`src/rtl/bus_cycle_decoder_pkg.sv`:
```
// Shared types and default address windows for the 6809 bus cycle decoder.
package bus_cycle_decoder_pkg;

  typedef enum logic [1:0] {
    IDLE,
    ACTIVE,
    HOLD
  } state_t;

  typedef enum logic [1:0] {
    NONE,
    SRAM,
    ROM,
    IO
  } dec_t;

  localparam logic [15:0] DEF_SRAM_BASE = 16'h0000;
  localparam logic [15:0] DEF_SRAM_TOP  = 16'h7FFF;
  localparam logic [15:0] DEF_IO_BASE   = 16'hA000;
  localparam logic [15:0] DEF_IO_TOP    = 16'hA0FF;
  localparam logic [15:0] DEF_ROM_BASE  = 16'hC000;
  localparam logic [15:0] DEF_ROM_TOP   = 16'hFFFF;

  // Overlapping windows resolve IO first, then ROM, then SRAM.
  function automatic dec_t decode_addr(
    input logic [15:0] addr,
    input logic [15:0] sram_base,
    input logic [15:0] sram_top,
    input logic [15:0] io_base,
    input logic [15:0] io_top,
    input logic [15:0] rom_base,
    input logic [15:0] rom_top
  );
    if (addr >= io_base && addr <= io_top) return IO;
    if (addr >= rom_base && addr <= rom_top) return ROM;
    if (addr >= sram_base && addr <= sram_top) return SRAM;
    return NONE;
  endfunction

endpackage

```
`src/rtl/bus_cycle_decoder_sync_edge_detect.sv`:
```
// Multi-flop synchroniser for an asynchronous level, with registered-history
// rise/fall pulses one i_clk wide.
module sync_edge_detect #(
  parameter int unsigned SYNC_STAGES = 2
) (
  input  logic clk,
  input  logic rst_n,
  input  logic d,
  output logic rise,
  output logic fall
);

  logic [SYNC_STAGES-1:0] sync_sr;
  logic                   prev;

  always_ff @(posedge clk or negedge rst_n) begin
    if (!rst_n) begin
      sync_sr <= '0;
      prev    <= 1'b0;
    end else begin
      sync_sr <= {sync_sr[SYNC_STAGES-2:0], d};
      prev    <= sync_sr[SYNC_STAGES-1];
    end
  end

  assign rise = sync_sr[SYNC_STAGES-1] & ~prev;
  assign fall = ~sync_sr[SYNC_STAGES-1] & prev;

endmodule

```
`src/rtl/bus_cycle_decoder.sv`:
```
// 6809 bus cycle decoder: synchronises E/Q, latches address and R/W at Q rise,
// drives one registered chip select per cycle with wait states and timeout.
module bus_cycle_decoder
  import bus_cycle_decoder_pkg::*;
#(
  parameter logic [15:0] SRAM_BASE      = DEF_SRAM_BASE,
  parameter logic [15:0] SRAM_TOP       = DEF_SRAM_TOP,
  parameter logic [15:0] IO_BASE        = DEF_IO_BASE,
  parameter logic [15:0] IO_TOP         = DEF_IO_TOP,
  parameter logic [15:0] ROM_BASE       = DEF_ROM_BASE,
  parameter logic [15:0] ROM_TOP        = DEF_ROM_TOP,
  parameter int unsigned SYNC_STAGES    = 2,
  parameter int unsigned WAIT_CYCLES    = 0,
  parameter int unsigned HOLD_CYCLES    = 2,
  parameter int unsigned TIMEOUT_CYCLES = 255
) (
  input  logic        i_clk,
  input  logic        i_rst_n,
  input  logic        i_E,
  input  logic        i_Q,
  input  logic [15:0] i_addr,
  input  logic        i_RW,
  output logic        o_sram_ce,
  output logic        o_rom_ce,
  output logic        o_io_ce,
  output logic        o_rw,
  output logic [15:0] o_addr,
  output logic        o_MRDY,
  output logic        o_bus_err
);

  localparam int unsigned TW = (TIMEOUT_CYCLES > 0) ? $clog2(TIMEOUT_CYCLES + 1) : 1;
  localparam int unsigned HW = (HOLD_CYCLES > 0) ? $clog2(HOLD_CYCLES + 1) : 1;
  localparam int unsigned WW = (WAIT_CYCLES > 0) ? $clog2(WAIT_CYCLES + 1) : 1;

  logic e_rise, e_fall, q_rise, q_fall;
  logic unused_edges;

  sync_edge_detect #(.SYNC_STAGES(SYNC_STAGES)) u_sync_e (
    .clk  (i_clk),
    .rst_n(i_rst_n),
    .d    (i_E),
    .rise (e_rise),
    .fall (e_fall)
  );

  sync_edge_detect #(.SYNC_STAGES(SYNC_STAGES)) u_sync_q (
    .clk  (i_clk),
    .rst_n(i_rst_n),
    .d    (i_Q),
    .rise (q_rise),
    .fall (q_fall)
  );

  assign unused_edges = &{1'b0, e_rise, q_fall};

  state_t        state_q, state_d;
  logic [TW-1:0] tmo_q, tmo_d;
  logic [HW-1:0] hold_q, hold_d;
  logic [WW-1:0] wait_q, wait_d;
  logic          sram_q, sram_d;
  logic          rom_q, rom_d;
  logic          io_q, io_d;
  logic [15:0]   addr_q, addr_d;
  logic          rw_q, rw_d;
  logic          mrdy_q, mrdy_d;
  logic          err_q, err_d;
  logic          start;
  dec_t          dec;

  always_ff @(posedge i_clk or negedge i_rst_n) begin
    if (!i_rst_n) begin
      state_q <= IDLE;
      tmo_q   <= '0;
      hold_q  <= '0;
      wait_q  <= '0;
      sram_q  <= 1'b0;
      rom_q   <= 1'b0;
      io_q    <= 1'b0;
      addr_q  <= '0;
      rw_q    <= 1'b1;
      mrdy_q  <= 1'b1;
      err_q   <= 1'b0;
    end else begin
      state_q <= state_d;
      tmo_q   <= tmo_d;
      hold_q  <= hold_d;
      wait_q  <= wait_d;
      sram_q  <= sram_d;
      rom_q   <= rom_d;
      io_q    <= io_d;
      addr_q  <= addr_d;
      rw_q    <= rw_d;
      mrdy_q  <= mrdy_d;
      err_q   <= err_d;
    end
  end

  always_comb begin
    state_d = state_q;
    tmo_d   = tmo_q;
    hold_d  = hold_q;
    wait_d  = wait_q;
    sram_d  = sram_q;
    rom_d   = rom_q;
    io_d    = io_q;
    addr_d  = addr_q;
    rw_d    = rw_q;
    mrdy_d  = mrdy_q;
    err_d   = 1'b0;
    start   = 1'b0;
    dec     = decode_addr(i_addr, SRAM_BASE, SRAM_TOP, IO_BASE, IO_TOP, ROM_BASE, ROM_TOP);

    // Wait-state countdown is independent of the FSM; MRDY releases as it expires.
    if (wait_q != '0) begin
      wait_d = wait_q - WW'(1);
      if (wait_q == WW'(1)) mrdy_d = 1'b1;
    end

    unique case (state_q)
      IDLE: begin
        if (q_rise) start = 1'b1;
      end
      ACTIVE: begin
        if (e_fall) begin
          state_d = HOLD;
          hold_d  = HW'(HOLD_CYCLES);
        end else if (tmo_q <= TW'(1)) begin
          state_d = IDLE;
          sram_d  = 1'b0;
          rom_d   = 1'b0;
          io_d    = 1'b0;
          mrdy_d  = 1'b1;
          wait_d  = '0;
          tmo_d   = '0;
          err_d   = 1'b1;
        end else begin
          tmo_d = tmo_q - TW'(1);
        end
      end
      HOLD: begin
        if (q_rise) begin
          start = 1'b1;
        end else if (hold_q <= HW'(1)) begin
          state_d = IDLE;
          sram_d  = 1'b0;
          rom_d   = 1'b0;
          io_d    = 1'b0;
          hold_d  = '0;
        end else begin
          hold_d = hold_q - HW'(1);
        end
      end
      default: state_d = IDLE;
    endcase

    // A Q rise during HOLD restarts here, so the new select overwrites the old one in one edge.
    if (start) begin
      state_d = ACTIVE;
      addr_d  = i_addr;
      rw_d    = i_RW;
      sram_d  = (dec == SRAM);
      rom_d   = (dec == ROM);
      io_d    = (dec == IO);
      tmo_d   = TW'(TIMEOUT_CYCLES);
      hold_d  = '0;
      if (dec == SRAM && WAIT_CYCLES != 0) begin
        mrdy_d = 1'b0;
        wait_d = WW'(WAIT_CYCLES);
      end else begin
        mrdy_d = 1'b1;
        wait_d = '0;
      end
    end
  end

  assign o_sram_ce = sram_q;
  assign o_rom_ce  = rom_q;
  assign o_io_ce   = io_q;
  assign o_rw      = rw_q;
  assign o_addr    = addr_q;
  assign o_MRDY    = mrdy_q;
  assign o_bus_err = err_q;

endmodule
```
`config.mk`:
```
export PLATFORM = sky130hd
export DESIGN_NAME = bus_cycle_decoder
export DESIGN_NICKNAME = d
export VERILOG_FILES = /design/src/rtl/bus_cycle_decoder_pkg.sv /design/src/rtl/bus_cycle_decoder_sync_edge_detect.sv /design/src/rtl/bus_cycle_decoder.sv
export SDC_FILE = /design/constraint.sdc
export NUM_CORES = 1
export LEC_CHECK = 0
export ABC_AREA = 1
export BUFFER_PORTS_ARGS = -buffer_cell sky130_fd_sc_hd__clkbuf_2
export CELL_PAD_IN_SITES_DETAIL_PLACEMENT = 2
export CELL_PAD_IN_SITES_GLOBAL_PLACEMENT = 2
export CORE_ASPECT_RATIO = 0.8
export CORE_MARGIN = 1
export CORE_UTILIZATION = 31
export DETAILED_ROUTE_END_ITERATION = 8
export PLACE_DENSITY_LB_ADDON = 0.1
export SYNTH_ARGS = -nofsm -noshare
export SYNTH_HDL_FRONTEND = slang
export SYNTH_HIERARCHICAL = 1
export SYNTH_SLANG_ARGS = --single-unit
```
`constraint.sdc`:
```
create_clock -name i_clk -period 1.55 [get_ports i_clk]
set_input_delay 0.31 -clock i_clk [delete_from_list [all_inputs] [get_ports i_clk]]
set_output_delay 0.31 -clock i_clk [all_outputs]
set_load 0.03 [all_outputs]
```
== Yosys cells after proc, flatten, opt, wreduce, memory -nomap -nowiden ==
Cells that the tools add are included.

* $add $sub $neg: 3
* $lt $le $gt $ge: 8
* Equal/unequal tests: 13
* Muxes and demuxes: 50
* Bitwise operators: 4
* Reductions and logical operators: 11

{| class="wikitable"
|+ Operators with widths
! operator !! number
|-
| >= comparator 16 bit (second input constant) || 2
|-
| less-or-equal comparator 16 bit (second input constant) || 2
|-
| two-way mux 8 bit || 4
|-
| two-way mux 2 bit || 15
|-
| two-way mux 1 bit || 28
|-
| >= comparator 16 x 1 -> 1 bit (second input constant) || 1
|-
| less-or-equal comparator 16 x 15 -> 1 bit (second input constant) || 1
|-
| != test 3 bit (second input constant) || 5
|-
| less-or-equal comparator 8 x 1 -> 1 bit (second input constant) || 1
|-
| subtractor 8 x 1 -> 8 bit (second input constant) || 1
|-
| == test 2 bit (second input constant) || 3
|-
| case mux 2 bit (3 select lines) || 1
|-
| AND reduction 5 bit || 1
|-
| == test 2 x 1 -> 1 bit (second input constant) || 2
|-
| != test 4 bit (second input constant) || 1
|-
| case mux 2 bit (2 select lines) || 1
|-
| AND reduction 4 bit || 1
|-
| logical AND 1 bit || 3
|-
| AND reduction 3 bit || 1
|-
| nonzero test 3 bit || 1
|-
| AND 1 bit || 2
|-
| less-or-equal comparator 2 x 1 -> 1 bit (second input constant) || 1
|-
| zero test 2 bit || 1
|-
| != test 2 x 1 -> 1 bit (second input constant) || 1
|-
| other kinds (8) || 9
|}

* Flip-flop bits (word level): 41
* Input bits: 21
* Output and inout bits: 22
* Logic and storage cells: 104

== Longest topological paths before layout ==
* Word-level depth: 11
* Mapped depth: 9
* Depth with buffers taken out: 9

== Cells and area by module ==
The synthesis kept the hierarchy.

{| class="wikitable"
|+ By module, submodules not included
! module !! instances !! cells each !! area each (µm²) !! sequential area each (µm²)
|-
| bus_cycle_decoder || 1 || 188 || 1604.0 || 853.3
|-
| sync_edge_detect || 2 || 7 || 90.1 || 75.1
|}

== Worst setup path after synthesis ==
OpenSTA, ideal clock, no wires.

* Path kind: register to register
* Start: register tmo_q[0]
* End: register io_q (netlist: o_io_ce)
* Setup time: 118 ps
* Arrival: 1243 ps
* Required time: 1432 ps
* Path slack: 189 ps
* Stages on the path, launching flop included: 10
* Path buffers: 0
* Clock period less this slack: 1361 ps
* Path through: dfrtp_1 inv_1 ha_1 nor2_1 nor2_4 nand2_2 nand2_1 nand2_2 nand2_1 nand2_1

* Word-level cells in the longest chain between the ends: 3

{| class="wikitable"
|+ Ends and longest elaborated chain
! item !! line !! source
|-
| start, declared || bus_cycle_decoder.sv:58 || <nowiki>logic [TW-1:0] tmo_q, tmo_d;</nowiki>
|-
| start signal, assigned || bus_cycle_decoder.sv:86 || <nowiki>tmo_q <= tmo_d;</nowiki>
|-
| less-or-equal comparator 8 x 1 -> 1 bit || bus_cycle_decoder.sv:128 || <nowiki>end else if (tmo_q <= TW'(1)) begin</nowiki>
|-
| != test 3 bit (no source line) || - ||
|-
| AND reduction 5 bit (no source line) || - ||
|-
| end signal, assigned || bus_cycle_decoder.sv:91 || <nowiki>io_q <= io_d;</nowiki>
|-
| end, declared || bus_cycle_decoder.sv:63 || <nowiki>logic io_q, io_d;</nowiki>
|}

Every way passes these cells.
A chain may end at the register's enable or synchronous reset.

== Final worst setup path ==
* Start: register tmo_q[0]
* End: register rom_q (netlist: o_rom_ce)

* Word-level cells in the longest chain between the ends: 3

{| class="wikitable"
|+ Ends and longest elaborated chain
! item !! line !! source
|-
| less-or-equal comparator 8 x 1 -> 1 bit || bus_cycle_decoder.sv:128 ||
|-
| != test 3 bit (no source line) || - ||
|-
| AND reduction 5 bit (no source line) || - ||
|-
| end signal, assigned || bus_cycle_decoder.sv:90 || <nowiki>rom_q <= rom_d;</nowiki>
|-
| end, declared || bus_cycle_decoder.sv:62 || <nowiki>logic rom_q, rom_d;</nowiki>
|}

Every way passes these cells.

==> flow_summary.json <==
{
  "cp-end-kind": "flop",
  "grt_max_degree": 41,
  "p_leak_nw": 1.18,
  "cts_root_buf": "clkbuf_8",
  "r2r-end": "o_rom_ce",
  "r2r_slack_ns": 0.11,
  "cp-start-kind": "flop",
  "hold_path_class": "in2reg",
  "rsz0062_at_grt": "false",
  "reg2reg_from": "tmo_q[0]",
  "finalCritPeriodShare_pct": 92.8,
  "finalSetupTns_ns": 0,
  "layout-drive-gt1-share_pct": 32.9,
  "vias": 1479,
  "gp_congestion": 0.733,
  "hold_viol": 0,
  "area_growth_pct": 27.5,
  "grt_pass1_wl_mm": 8.24,
  "clk_pin_slew_worst_paths_ns": 0.08,
  "die_y_um": 69.6,
  "port_buffers": 42,
  "clk_latency_ns": 0.29,
  "synth_fp_nets": 221,
  "final.min_clock_period_ns": 1.44,
  "grt_pass1_vias": 1670,
  "grt_overflow": 0,
  "max_clock_freq_ghz": 0.695,
  "worst_pin_slew_ns": 0.279,
  "place_hpwl_mm": 3.22,
  "cts_setup_buffers": 0,
  "cts_tree": "built",
  "nets": 271,
  "fill_cells": 635,
  "syn_inst": 198,
  "dr.first_iter.drc_count": 27,
  "rows": 24,
  "dr.pass1.iters": 3,
  "drv_cap": 0,
  "finalPower_mw": 4.12,
  "criticalPathCategory": "reg2reg",
  "antenna_found_initial": 0,
  "ir_worst_vdd_mv": 0.725,
  "finClkSkew_ns": 0.00599,
  "crit_path_start": "tmo_q[0]",
  "cp.arrival_ns": 1.62,
  "start_util_pct": 32.4,
  "drc_errors": 0,
  "maxSlewHeadroom_pct": 81.2,
  "io_pins": 43,
  "r2r_cells": 9,
  "antenna-diode-count": 0,
  "cts_buffers": 5,
  "cp-endpoint": "o_rom_ce",
  "cts.sinks": 40,
  "viasPerCell": 4.52,
  "wire_per_inst_um": 14.3,
  "status": "finished clean",
  "p_per_area_mw_per_mm2": 1830,
  "h-tree-depth": 2,
  "crit_fanout": 4,
  "fp.dieW_um": 86.5,
  "drtAntennaViolNets": 0,
  "die-area_mm2": 0.00602,
  "required_ns": 1.73,
  "syn_avg_cell_area_um2": 8.94,
  "fp.coreArea_mm2": 0.00547,
  "grt_usage_pct": 18.0,
  "cts_max_path_buffers": 2,
  "slew_violations": 0,
  "yosysWarningCount": 6,
  "synthesis.area_mm2": 0.00177,
  "routed_wl_mm": 4.67,
  "finalSetupViolCount": 0
}
-- critical path, stage by stage, from the launching register on --
cell and delay [ns]:
dfrtp_2 0.44, inv_1 0.12, ha_1 0.19, nor2_1 0.08, nor2_4 0.14, nand2_2 0.10
nand2_1 0.08, nand2_2 0.07, nand2_1 0.06, nand2_1 0.05
-- worst min-delay path by stage --
stage / slack (ns) / to / cells after the start / start
floorplan: 0.01 / hold_q[0] / 0 / i_rst_n
global placement: 0.31 / tmo_q[7] / 2 / i_rst_n
detailed placement: 0.30 / tmo_q[7] / 2 / i_rst_n
CTS: 0.10 / u_sync_q/sync_sr[0] / 1 / i_Q
global route: 0.09 / u_sync_q/sync_sr[0] / 1 / i_Q
finish: 0.12 / u_sync_e/sync_sr[0] / 1 / i_E
-- placed cells by master (no fill, tap or decap), types with 2 or more instances in the layout --
cell / count
nor3_1: 2
buf_12: 2
a21oi_1: 7
inv_2: 6
o21ai_1: 4
inv_1: 13
bufinv_16: 2
clkbuf_2: 42
nand2_2: 5
nand2_1: 70
ha_1: 2
buf_4: 2
clkbuf_8: 5
nor2_1: 12
nor2_4: 3
o21ai_2: 5
nand2_4: 3
nor2_2: 2
dfrtp_1: 37
nand3_1: 11
dfstp_2: 2
o21ai_0: 3
-- report_power, final --
group | switching [mW] | internal (mW)
clock | 0.374 | 0.644
sequential | 0.233 | 1.35
combinational | 1.04 | 0.476
-- timing repair --
action / CTS / global route
setup endpoints to repair: 0 / 7
hold endpoints to repair: 38 / 0
resized for setup: 0 / 2
hold buffers: 1 / 0
-- per-layer routing --
metal	track usage [%]	wire length, um
met1	24.0	2210
met2	28.7	2220
met3	5.71	183
met4	4.07	57
met5	0	0
-- through the flow --
stage	area (um2)	hold slack, ns	setup WS (ns)	instances	utilization (%)
3_5_place_dp	2110	0.303	0.104	318	38.6
5_1_grt	2260	0.0924	0.00478	327	41.3
2_1_floorplan	1770	0.0144	0.189	198	-
6_report	2260	0.119	0.112	327	41.3
3_3_place_gp	2110	0.306	0.197	318	38.6
4_1_cts	2250	0.104	0.0463	327	41.3
-- cell type report --
class	instances	area (um2)	area share, %
clock buffers	6	72.6	3.22
inverters	20	76.3	3.38
well taps	78	97.6	4.33
clock inverters	2	60.1	2.66
flip-flops and latches	40	1000	44.5
repair buffers	47	275	12.2
multi-input cells	134	669	29.7
-- flip-flops by register name (all words and copies together) (netlist names) --
register          flops
o_sram_ce             1
u_sync_q/prev         1
o_MRDY                1
o_rw                  1
o_rom_ce              1
u_sync_e/prev         1
o_io_ce               1
tmo_q                 8
u_sync_q/sync_sr      2
state_q               2
o_addr               16
u_sync_e/sync_sr      2
o_bus_err             1
hold_q                2
Power figures use the tool's default switching activity.
